===== config.mk =====
export PLATFORM = sky130hd
export DESIGN_NAME = mux_select_unit
export DESIGN_NICKNAME = d
export VERILOG_FILES = /design/src/rtl/mux_select_unit.sv
export SDC_FILE = /design/constraint.sdc
export NUM_CORES = 1
export LEC_CHECK = 0
export BUFFER_PORTS_ARGS = -buffer_cell sky130_fd_sc_hd__buf_2
export CAP_MARGIN = 20
export CORE_MARGIN = 2
export CORE_UTILIZATION = 36
export DETAILED_ROUTE_END_ITERATION = 6
export PLACE_DENSITY = 0.78
export SETUP_SLACK_MARGIN = 0.1
export SLEW_MARGIN = 20
export SYNTH_ARGS = -nofsm -noshare
export SYNTH_HDL_FRONTEND = slang
export SYNTH_SLANG_ARGS = --single-unit

===== constraint.sdc =====
create_clock -name clk -period 1.25 [get_ports clk]
set_clock_uncertainty 0.2 [all_clocks]
set_input_delay 0.25 -clock clk [delete_from_list [all_inputs] [get_ports clk]]
set_output_delay 0.25 -clock clk [all_outputs]
set_load 0.05 [all_outputs]

===== src/rtl/mux_select_unit.sv =====
// mux_select_unit: a 2:1 and a 4:1 multiplexer, each with a combinational
// result and a registered copy that loads under a shared enable. qv flags
// that the registered copies hold data loaded since the last reset.
module mux_select_unit #(
  parameter int W2 = 5,
  parameter int W4 = 32
) (
  input  logic          clk,
  input  logic          rst,
  input  logic          en,
  input  logic          s2,
  input  logic [W2-1:0] a2,
  input  logic [W2-1:0] b2,
  input  logic [1:0]    s4,
  input  logic [W4-1:0] a4,
  input  logic [W4-1:0] b4,
  input  logic [W4-1:0] c4,
  input  logic [W4-1:0] d4,
  output logic [W2-1:0] y2,
  output logic [W4-1:0] y4,
  output logic [W2-1:0] q2,
  output logic [W4-1:0] q4,
  output logic          qv
);

  logic [W2-1:0] w_y2;
  logic [W4-1:0] w_y4;
  logic [W2-1:0] r_q2;
  logic [W4-1:0] r_q4;
  logic          r_qv;

  // 2:1 select; an unknown select falls through to the all-zero default
  always_comb begin
    w_y2 = '0;
    case (s2)
      1'b0:    w_y2 = a2;
      1'b1:    w_y2 = b2;
      default: w_y2 = '0;
    endcase
  end

  // 4:1 select; unknown or unmatched select yields all-zero
  always_comb begin
    w_y4 = '0;
    case (s4)
      2'b00:   w_y4 = a4;
      2'b01:   w_y4 = b4;
      2'b10:   w_y4 = c4;
      2'b11:   w_y4 = d4;
      default: w_y4 = '0;
    endcase
  end

  // Registered copies: async clear, load on enabled edges, otherwise hold
  always_ff @(posedge clk or negedge rst) begin
    if (!rst) begin
      r_q2 <= '0;
      r_q4 <= '0;
      r_qv <= 1'b0;
    end else if (en) begin
      r_q2 <= w_y2;
      r_q4 <= w_y4;
      r_qv <= 1'b1;
    end
  end

  assign y2 = w_y2;
  assign y4 = w_y4;
  assign q2 = r_q2;
  assign q4 = r_q4;
  assign qv = r_qv;

endmodule


==> results of run 1 <==
stage by stage:
stage          utilization  cell area (µm²)
2_1_floorplan            -             3450
3_3_place_gp         0.688             5020
3_5_place_dp         0.688             5020
cell families after synthesis:
logic type      after synthesis  share of synthesized area
buf+inv                      21                     0.0681
mux                         106                      0.395
compound gates               32                      0.108
simple gates                 35                     0.0796
flops                        38                      0.350
==> results.sh, run 1 <==
export IMPL_cts_hold_repair_buffers=1
export IMPL_die_h_um=90.9
export IMPL_avgSynthCellArea_um2=11.7
export IMPL_numCtsBuffers=5
export IMPL_yosysWarnings=0
export IMPL_postCtsSetupRepairBufs=44
export IMPL_synth_area_top_cells="mux2i_1 35%, dfrtp_1 35%, o221ai_1 9.7%"
export IMPL_dp_slack_ns=-0.549
export IMPL_yosysTopAreaCell="mux2i_1"
export IMPL_hpwl_um=7840
export IMPL_htree_levels=2
export IMPL_synth_cell_types=14
export IMPL_synthesis_area_um2=2720
export IMPL_ys_seq_area_frac=0.350
export IMPL_ios=219
export IMPL_clock_sinks=38
export IMPL_start_util=0.373
export IMPL_yosysTopAreaCellShare=0.353
export IMPL_dp_cells=593
export IMPL_ys_flop_type="dfrtp_1"
export IMPL_yosys_top_cells_count="96 x mux2i_1, 38 x dfrtp_1, 33 x nand2b_1"
export IMPL_status="did not finish"
export IMPL_cts_root_buf="clkbuf_8"
export IMPL_synth_most_common_cell="mux2i_1"
export IMPL_synth_edf_count=0
export IMPL_gp_congestion=0.791
export IMPL_die_x_um=90.9
export IMPL_lastStage="4_1_cts"
export IMPL_synthesis_instances=232
export IMPL_cts_resized=294
export IMPL_clockBufferDepth=2
export IMPL_numPortBuffers=218
export IMPL_tool_error="[ERROR DPL-0033] detailed placement checks failed during check placement."
export IMPL_async_flop_share=1.00
export IMPL_ys_ff_latch=38
export IMPL_synth_nets=376
export IMPL_rows=31
==> run 2: changes to the inputs <==
--- a/config.mk
+++ b/config.mk
@@ -8,10 +8,9 @@
 export BUFFER_PORTS_ARGS = -buffer_cell sky130_fd_sc_hd__buf_2
 export CAP_MARGIN = 20
 export CORE_MARGIN = 2
-export CORE_UTILIZATION = 36
+export CORE_UTILIZATION = 28
 export DETAILED_ROUTE_END_ITERATION = 6
-export PLACE_DENSITY = 0.78
-export SETUP_SLACK_MARGIN = 0.1
+export PLACE_DENSITY_LB_ADDON = 0.15
 export SLEW_MARGIN = 20
 export SYNTH_ARGS = -nofsm -noshare
 export SYNTH_HDL_FRONTEND = slang
==> constraint.sdc (replaced) <==
create_clock -name clk -period 1.6 [get_ports clk]
set_clock_uncertainty 0.2 [all_clocks]
set_input_delay 0.32 -clock clk [delete_from_list [all_inputs] [get_ports clk]]
set_output_delay 0.32 -clock clk [all_outputs]
set_load 0.05 [all_outputs]
==> run 2 against run 1 <==
  * The flow now finishes, with violations (negative setup slack)
  * Synthesized area is the same
  * Synthesized cell count stayed put
==> results.sh, run 2 <==
export IMPL_async_flop_share=1.00
export IMPL_synth_edf_count=0
export IMPL_hold_violations=0
export IMPL_synth_cell_types=14
export IMPL_max_freq_ghz=0.573
export IMPL_rsz0062_at_grt="yes"
export IMPL_viasPerCell=4.83
export IMPL_numCtsBuffers=5
export IMPL_grt_max_degree=39
export IMPL_post_route_period_util=1.09
export IMPL_drc=0
export IMPL_clockBufferDepth=2
export IMPL_drt_iter0_drc=47
export IMPL_rows=35
export IMPL_tns_ns=-3.00
export IMPL_gp_congestion=0.781
export IMPL_ios=219
export IMPL_maxCapViolCount=0
export IMPL_worstMarginPinSlew_ns=0.235
export IMPL_synth_area_top_cells="mux2i_1 35%, dfrtp_1 35%, o221ai_1 9.7%"
export IMPL_numPortBuffers=218
export IMPL_final_cell_mix="183 x buf_2, 104 x buf_4, 95 x mux2i_4"
export IMPL_multi_input_area_um2=2780
export IMPL_power_total_mw=4.52
export IMPL_antenna_cells=0
export IMPL_yosysTopAreaCell="mux2i_1"
export IMPL_synth_most_common_cell="mux2i_1"
export IMPL_yosysWarnings=0
export IMPL_start_util=0.291
export IMPL_cp_start_kind="primary input"
export IMPL_grt_pass1_vias=3680
export IMPL_gr_total_overflow=0
export IMPL_clock_sinks=38
export IMPL_antenna_found_initial=0
export IMPL_peakVddDrop_mv=0.405
export IMPL_yosys_top_cells_count="96 x mux2i_1, 38 x dfrtp_1, 33 x nand2b_1"
export IMPL_drt_met1_wl_um=4320
export IMPL_htree_levels=2
export IMPL_arrival_ns=1.23
export IMPL_p_leak_nw=2.85
export IMPL_grtUsageTotal=0.227
export IMPL_setup_viol=32
export IMPL_final_layout_size_suffix_gt1_frac=0.816
export IMPL_yosysTopAreaCellShare=0.353
export IMPL_design_core_area_um2=9330
export IMPL_register_area_um2=951
export IMPL_cts_tree="built"
export IMPL_min_path_type="primary input to register"
export IMPL_die_x_um=103
export IMPL_ys_ff_latch=38
export IMPL_fin_hold_ws_ns=0.185
export IMPL_period_minus_slack_ns=1.75
export IMPL_end_kind="output pin"
export IMPL_final_nets=704
export IMPL_synth_nets=376
export IMPL_drt_wl_total_um=11800
export IMPL_ys_flop_type="dfrtp_1"
export IMPL_grt_first_pass_wirelength_um=18300
export IMPL_num_vias=3328
export IMPL_avgSynthCellArea_um2=11.7
export IMPL_powerDensity_nw_per_um2=691
export IMPL_hpwl_um=7520
export IMPL_dr_max_layer_used="met4"
export IMPL_layout_commonest_cell="buf_2"
export IMPL_status="finished with violations"
export IMPL_cts_reportedPaths_clkPinSlew_ns=0.07
export IMPL_die_h_um=103
export IMPL_timing_worst_setup_path_type="primary input to output pin"
export IMPL_finalMaxSlewViolations=0
export IMPL_postLayoutSetupSlackWorst_ns=-0.145
export IMPL_synthesis_area_um2=2720
export IMPL_ant_nets=0
export IMPL_violations="negative setup slack"
export IMPL_dr_pass1_iters=4
export IMPL_synthesis_instances=232
export IMPL_worstPathRequired_ns=1.08
export IMPL_syn_to_final_growth_pct=140
export IMPL_dp_slack_ns=-0.381
export IMPL_dr_wl_met2_um=6580
export IMPL_routed_wl_met3_um=706
export IMPL_fillers=657
export IMPL_worstPathMaxFanout=8
export IMPL_cts_root_buf="clkbuf_8"
export IMPL_dieArea_um2=10500
export IMPL_largest_reg_flops=32
export IMPL_maxSlewHeadroom=0.840
export IMPL_ys_seq_area_frac=0.350
export IMPL_routedWlPerCell_um=17.2
export IMPL_worstSkewPairLatency_ns=0.29
[run 2: cell counts after synthesis]
Identical to the previous run, type by type.
[run 2: cell type report]
class                      instances  share of cell area
clock buffer                       5              0.0105
multi-input combinational        173               0.425
clock inverter                     2             0.00153
sequential                        38               0.146
tap                              129              0.0247
timing repair buffer             342               0.393
[run 2: worst paths after layout]
check	startpoint	endpoint	slack, ns	depth (start not counted)
min in group asynchronous	rst	q2[4]$_DFFE_PN0P_	0.34	3
setup reg to reg	q2[3]$_DFFE_PN0P_	q2[3]$_DFFE_PN0P_	0.64	1
hold / removal	b4[20]	q4[20]$_DFFE_PN0P_	0.19	3
max in group asynchronous	rst	q4[12]$_DFFE_PN0P_	0.65	3
setup / recovery	s4[1]	y4[17]	-0.15	5
hold reg to reg	qv$_DFFE_PN0P_	qv$_DFFE_PN0P_	0.26	1
[run 2: per-stage QoR]
step	cell area, µm²	utilization	std cells
finish	6530	0.700	689
detailed placement	5100	0.546	634
global placement	5100	0.546	634
CTS	6400	0.686	675
global route	6530	0.700	689
floorplan	3410	-	232
[run 2: kinds of logic (layout without fill, tap and decap cells)]
kind of cell / count (synthesis) / in the layout / synth area share
AOI/OAI and AO/OA: 32 / 32 / 0.108
buffers and inverters: 21 / 349 / 0.0681
DFF: 38 / 38 / 0.350
muxes: 106 / 106 / 0.395
and+or+nand+nor: 35 / 35 / 0.0796
[run 2: power by group]
| part | internal, mW | leakage [nW] | switching, mW |
|---|---|---|---|
| Sequential | 1.08 | 0.460 | 0.0623 |
| Combinational | 1.22 | 2.34 | 1.52 |
| Clock | 0.293 | 0.0438 | 0.347 |
| Total | 2.59 | 2.85 | 1.93 |
[run 2: per-layer routing]
layer | up-vias | track usage
met1 | 1608 | 0.250
met2 | 135 | 0.436
met5 | - | 0
met3 | 23 | 0.0495
li1 | 1562 | -
met4 | 0 | 0.0646
[run 2: timing repair]
action                     CTS  global route
hold buffers                 1             0
hold endpoints to repair    38             0
resized for setup          154             9
buffers inserted            27            14
gates cloned                 6             0
setup endpoints to repair   32            33
[run 2: worst max-delay path, stage by stage]
cell     delay [ns]
buf_16         0.15
buf_16         0.19
mux2i_4        0.29
mux2i_4        0.10
buf_6          0.16
(Power assumes the default switching activity.)
